--- src/rtl/app_echo_pkg.sv ---
// Shared constants for the app_echo byte responder:
// ASCII codes, FSM state encodings and the case-fold helper.
package app_echo_pkg;

  localparam logic [7:0] ASCII_CR   = 8'h0D;
  localparam logic [7:0] ASCII_LF   = 8'h0A;
  localparam logic [7:0] ASCII_LC_A = 8'h61;
  localparam logic [7:0] ASCII_LC_Z = 8'h7A;

  localparam logic [1:0] ST_IDLE = 2'd0;
  localparam logic [1:0] ST_SEND = 2'd1;
  localparam logic [1:0] ST_LF   = 2'd2;

  function automatic logic [7:0] to_upper(
    input logic [7:0] b
  );
    if (b >= ASCII_LC_A && b <= ASCII_LC_Z)
      return b - 8'h20;
    return b;
  endfunction

endpackage

--- src/rtl/app_fifo.sv ---
// Byte FIFO, show-ahead read. Ports: clk_i, rstn_i,
// push_i/data_i write, pop_i/data_o read, full_o, empty_o.
module app_fifo
  import app_echo_pkg::*;
#(
  parameter int DEPTH = 16
) (
  input  logic       clk_i,
  input  logic       rstn_i,
  input  logic       push_i,
  input  logic [7:0] data_i,
  input  logic       pop_i,
  output logic [7:0] data_o,
  output logic       full_o,
  output logic       empty_o
);

  localparam int AW = $clog2(DEPTH);

  logic [7:0]  mem [DEPTH];
  logic [AW:0] wr_ptr;
  logic [AW:0] rd_ptr;
  logic        do_push;
  logic        do_pop;

  assign full_o  = (wr_ptr[AW] != rd_ptr[AW]) &&
                   (wr_ptr[AW-1:0] == rd_ptr[AW-1:0]);
  assign empty_o = (wr_ptr == rd_ptr);
  assign do_push = push_i & ~full_o;
  assign do_pop  = pop_i & ~empty_o;
  assign data_o  = mem[rd_ptr[AW-1:0]];

  always_ff @(posedge clk_i)
    if (do_push)
      mem[wr_ptr[AW-1:0]] <= data_i;

  always_ff @(posedge clk_i or negedge rstn_i) begin
    if (!rstn_i) begin
      wr_ptr <= '0;
      rd_ptr <= '0;
    end else begin
      if (do_push)
        wr_ptr <= wr_ptr + 1'b1;
      if (do_pop)
        rd_ptr <= rd_ptr + 1'b1;
    end
  end

endmodule

--- src/rtl/app_echo.sv ---
// Echo host bytes back upper-cased, CR->CRLF optional.
// Ports: out_* from host, in_* to host, sleep_o on idle.
module app_echo
  import app_echo_pkg::*;
#(
  parameter int DEPTH       = 16,
  parameter int IDLE_CYCLES = 2000000,
  parameter int CRLF_EXPAND = 1
) (
  input  logic       clk_i,
  input  logic       rstn_i,
  input  logic [7:0] out_data_i,
  input  logic       out_valid_i,
  output logic       out_ready_o,
  output logic [7:0] in_data_o,
  output logic       in_valid_o,
  input  logic       in_ready_i,
  output logic       sleep_o
);

  localparam int CW = $clog2(IDLE_CYCLES + 1);
  localparam logic [CW-1:0] IDLE_MAX = CW'(IDLE_CYCLES);

  logic [1:0]    st;
  logic          rdy_q;
  logic [CW-1:0] idle_cnt;
  logic [7:0]    fifo_q;
  logic          full;
  logic          empty;
  logic          push;
  logic          pop;
  logic          xfer;
  logic          lf_next;
  logic          go_idle;
  logic          idle;

  // rdy_q keeps out_ready_o low through reset
  assign out_ready_o = rdy_q & ~full;
  assign push = out_valid_i & out_ready_o;
  assign xfer = in_valid_o & in_ready_i;

  assign lf_next = xfer && (st == ST_SEND) &&
                   (in_data_o == ASCII_CR) &&
                   (CRLF_EXPAND != 0);
  assign pop = ~empty &
               ((st == ST_IDLE) | (xfer & ~lf_next));
  assign go_idle = xfer & ~lf_next & empty;

  assign idle = empty & (st == ST_IDLE) & ~out_valid_i;

  app_fifo #(
    .DEPTH(DEPTH)
  ) u_fifo (
    .clk_i   (clk_i),
    .rstn_i  (rstn_i),
    .push_i  (push),
    .data_i  (out_data_i),
    .pop_i   (pop),
    .data_o  (fifo_q),
    .full_o  (full),
    .empty_o (empty)
  );

  always_ff @(posedge clk_i or negedge rstn_i) begin
    if (!rstn_i) begin
      rdy_q <= 1'b0;
    end else begin
      rdy_q <= 1'b1;
    end
  end

  always_ff @(posedge clk_i or negedge rstn_i) begin
    if (!rstn_i) begin
      st         <= ST_IDLE;
      in_valid_o <= 1'b0;
      in_data_o  <= 8'h00;
    end else begin
      unique case (1'b1)
        lf_next: begin
          in_data_o <= ASCII_LF;
          st        <= ST_LF;
        end
        pop: begin
          in_data_o  <= to_upper(fifo_q);
          in_valid_o <= 1'b1;
          st         <= ST_SEND;
        end
        go_idle: begin
          in_valid_o <= 1'b0;
          st         <= ST_IDLE;
        end
        default: ;
      endcase
    end
  end

  // sleep is gated by idle so it drops one edge
  // after traffic resumes
  always_ff @(posedge clk_i or negedge rstn_i) begin
    if (!rstn_i) begin
      idle_cnt <= '0;
      sleep_o  <= 1'b0;
    end else begin
      sleep_o <= idle & (idle_cnt == IDLE_MAX);
      if (!idle)
        idle_cnt <= '0;
      else if (idle_cnt != IDLE_MAX)
        idle_cnt <= idle_cnt + CW'(1);
    end
  end

endmodule

--- config.mk ---
export PLATFORM = sky130hd
export DESIGN_NAME = app_echo
export DESIGN_NICKNAME = d
export VERILOG_FILES = /design/src/rtl/app_echo_pkg.sv /design/src/rtl/app_fifo.sv /design/src/rtl/app_echo.sv
export SDC_FILE = /design/constraint.sdc
export NUM_CORES = 1
export LEC_CHECK = 0
export CELL_PAD_IN_SITES_DETAIL_PLACEMENT = 1
export CELL_PAD_IN_SITES_GLOBAL_PLACEMENT = 1
export CORE_MARGIN = 2
export CORE_UTILIZATION = 25
export DETAILED_ROUTE_END_ITERATION = 12
export GPL_TIMING_DRIVEN = 0
export PLACE_DENSITY = 0.51
export SYNTH_ARGS = -nofsm -noshare
export SYNTH_HDL_FRONTEND = slang
export SYNTH_SLANG_ARGS = --single-unit
--- constraint.sdc ---
create_clock -name clk_i -period 2.8 [get_ports clk_i]
set_input_delay 0.56 -clock clk_i [delete_from_list [all_inputs] [get_ports clk_i]]
set_output_delay 0.56 -clock clk_i [all_outputs]
set_load 0.01 [all_outputs]
==> impl_metrics.ini <==
[run_status]
status = finished clean

[cells_and_area]
area_growth_syn_to_layout_pct = 21.63
finish.utilization_pct = 30.63
mostFrequentLayoutCell = edfxtp_1
stdcell_count = 894
antenna_cells = 0
design_area_sq_um = 8745
finalNetCount = 517
drive_gt1_share_pct = 18.04
layout_common_cells = edfxtp_1 (128), dfrtp_1 (44), nand2_1 (36)

[power]
ir_worst_vdd_mv = 0.5077
totalPowerFinal_mw = 8.274
p_leak_nw = 2.992
switching_power_mw = 2.810
p_int_mw = 5.464
pwr-share-comb_pct = 31.6
seqPwrFrac_pct = 38.1
clkPwrFrac_pct = 30.3
swShare_pct = 33.96
powerDensity_nw_per_um2 = 946.2

[floorplan]
core_area_sq_um = 28550
die_y_um = 173.6
ios = 23
start_util_pct = 25.18
die_x_um = 173.6
rows = 62
dieArea_sq_um = 30130

[placed_design]
place_ws_ns = -0.1917
place_area_sq_um = 7928
hpwl_mm = 11.22
io_buffers = 22
place_inst = 858
place.gp.congestion = 0.7034

[route]
ant_nets = 0
drt-initial-drc-count = 233
routed_wl_mm = 16.72
firstDrtPassIters = 6
wl_per_cell_um = 18.70
vias = 3874
viasPerCell = 4.333
drc = 0

[clock_tree]
cts.htree.levels = 4
clk_latency_ns = 0.43
root_buffer = clkbuf_16
clock_path_buffers = 2
cts_sinks = 172
clk_pin_slew_ns = 0.07
cts_tree = built
cts_buffers = 17

[timing]
slew_viol_final = 0
max_clock_freq_mhz = 365.6
hold_ws_ns = 0.4900
rsz0062_at_grt = yes
worst-slew-pin-transition_ns = 0.7855
fin_skew_ns = 0.01350
fin_setup_tns_ns = 0
setup_violations = 0
worst_slew_margin_rel_pct = 47.63
hold_viol = 0
period_minus_slack_ns = 2.735
fin_crit_sh_pct = 97.68
layout_setup_ws_ns = 0.06485

[synthesis]
synth_area_leader_cell = edfxtp_1
ys_ff_latch = 172
synth_simple_gate_area_share_pct = 9.607
ys_seq_area_share_pct = 68.78
synth_top_family_by_area = multiplexers
synthMuxAreaShare_pct = 11.21
synth_area_leaders = edfxtp_1 (53%), dfrtp_1 (15%), mux4_2 (5.3%), mux4_1 (4.0%), nor2_1 (2.0%)
synth_xor_area_share_pct = 3.898
syn_inst = 450
yosysTopAreaCellShare_pct = 53.46
synthAdderAreaFrac_pct = 1.392
syn-cell-area_sq_um = 7189
postSynthAreaPerCell_sq_um = 15.98
synth_warnings = 0
synth-compound-area-share_pct = 3.237
syn_nets = 470
yosysUniqueCellTypes = 49

[global_route]
grt_pass1_vias = 4272
grt_max_degree = 37
grt_util_all_layers_pct = 11.87
antenna_found_initial = 0
grt_overflow = 0
grt_first_pass_wirelength_mm = 26.29

[min_path]
hp-class = flop to flop
whs_endpoint = u_fifo.wr_ptr[4]$_DFFE_PN0P_
holdPathStages = 1
hp-start = u_fifo.wr_ptr[4]$_DFFE_PN0P_

[setup_path]
worstSetupStartpointType = flop
r2r-end = u_fifo.mem[6][6]$_DFFE_PP_
crit_chain = buf_2, xor2_1, nor4_2, nand2_1, and3_1, clkbuf_1, nand2_1, nor2_2
arrival_ns = 2.80
cp.required_ns = 2.86
critical_path.endpoint_type = flop
reg2reg_slack_ns = 0.06
crit_path_top_delay_cell = nor2_2
crit_path_frequent_cell = nand2_1
cp_max_fo = 10
worstReg2RegStart = u_fifo.rd_ptr[1]$_DFFE_PN0P_
crit_type = flop to flop
max_stage_delay_ns = 0.55
r2r_cells = 8

[job]
cap_violations = 0
[worst max-delay path, delay by kind of cell, from the launching register on]
family | cells | cell delay, ns
XOR/XNOR | 1 | 0.21
AND/OR/NAND/NOR | 5 | 1.19
flip-flops | 1 | 0.36
buffers and inverters | 2 | 0.59
[power by group through the flow]
stage          combinational (mW)  sequential (mW)  clock [mW]
3_5_place_dp                 2.56             3.19           0
5_1_grt                      2.88             3.19        2.68
3_3_place_gp                 2.53             3.17           0
6_report                     2.62             3.15        2.51
2_1_floorplan                1.65             3.18           0
4_1_cts                      2.59             3.16        2.58
[cell usage after synthesis, drive strengths merged]
| cell | instances |
|---|---|
| dfrtp | 44 |
| mux4 | 28 |
| nor3b | 1 |
| clkbuf | 8 |
| and2 | 8 |
| nor3 | 7 |
| a22oi | 13 |
| a31o | 1 |
| o22ai | 1 |
| nor4 | 4 |
| xnor2 | 16 |
| and3 | 6 |
| mux2i | 10 |
| nand2 | 36 |
| edfxtp | 128 |
| a41oi | 1 |
| and4 | 3 |
| a31oi | 1 |
| o21ai | 5 |
| conb | 1 |
| a22o | 2 |
| a21oi | 4 |
| nor2 | 39 |
| a221oi | 4 |
| nand3 | 12 |
| xor2 | 16 |
| nand4b | 1 |
| or4 | 2 |
| nand4 | 6 |
| inv | 7 |
| or3 | 2 |
| nand3b | 1 |
| buf | 10 |
| and3b | 1 |
| ha | 8 |
| nand2b | 4 |
| nor2b | 5 |
| o211ai | 1 |
| mux2 | 3 |
[final cells by class]
class | instances | area [sq um]
fill | 3077 | 19800
sequential | 172 | 4945
multi-input combinational | 253 | 2240
tap | 384 | 480.5
clock buffer | 17 | 425.4
timing repair buffer | 29 | 306.5
clock inverter | 15 | 215.2
buffer | 17 | 106.4
inverter | 7 | 26.28
[kinds of logic after synthesis]
family | count (synthesis)
AO/OA/AOI/OAI | 33
adder cells (fa/ha/maj) | 8
buffers and inverters | 25
multiplexers | 41
AND/OR/NAND/NOR | 138
XOR/XNOR | 32
other | 1
flip-flops | 172
[worst max-delay path by stage]
stage | start | end | cells past startpoint
after CTS | u_fifo.rd_ptr[1]$_DFFE_PN0P_ | u_fifo.mem[14][5]$_DFFE_PP_ | 8
after detailed placement | out_valid_i | u_fifo.mem[4][2]$_DFFE_PP_ | 5
final | u_fifo.rd_ptr[1]$_DFFE_PN0P_ | u_fifo.mem[6][6]$_DFFE_PP_ | 8
after global placement | out_valid_i | u_fifo.mem[0][2]$_DFFE_PP_ | 5
after floorplan | u_fifo.rd_ptr[3]$_DFFE_PN0P_ | u_fifo.mem[3][0]$_DFFE_PP_ | 8
after global routing | u_fifo.rd_ptr[1]$_DFFE_PN0P_ | u_fifo.mem[6][5]$_DFFE_PP_ | 8
[sequential cells by signal, indices dropped and copies added, names as in the netlist]
| register | cells |
|---|---|
| st | 2 |
| u_fifo.wr_ptr | 5 |
| in_valid_o | 1 |
| u_fifo.mem | 128 |
| in_data_o | 8 |
| idle_cnt | 21 |
| sleep_o | 1 |
| rdy_q | 1 |
| u_fifo.rd_ptr | 5 |
[repair_timing]
action / in CTS / in global routing
cloned: 0 / 0
endpoints found under the hold margin: 8 / 0
pin swaps: 1 / 4
endpoints found under the setup margin: 121 / 122
hold buffers: 1 / 0
resized for setup: 14 / 20
setup buffers: 0 / 4
[layer usage]
layer,GRT usage [%],routed length (um),vias to the layer above
met2,20.30,8549,51
met1,15.28,7467,2002
met3,2.961,631,6
li1,-,-,1815
met4,2.521,69,0
met5,0,0,-
Power figures use the tool's default switching activity.
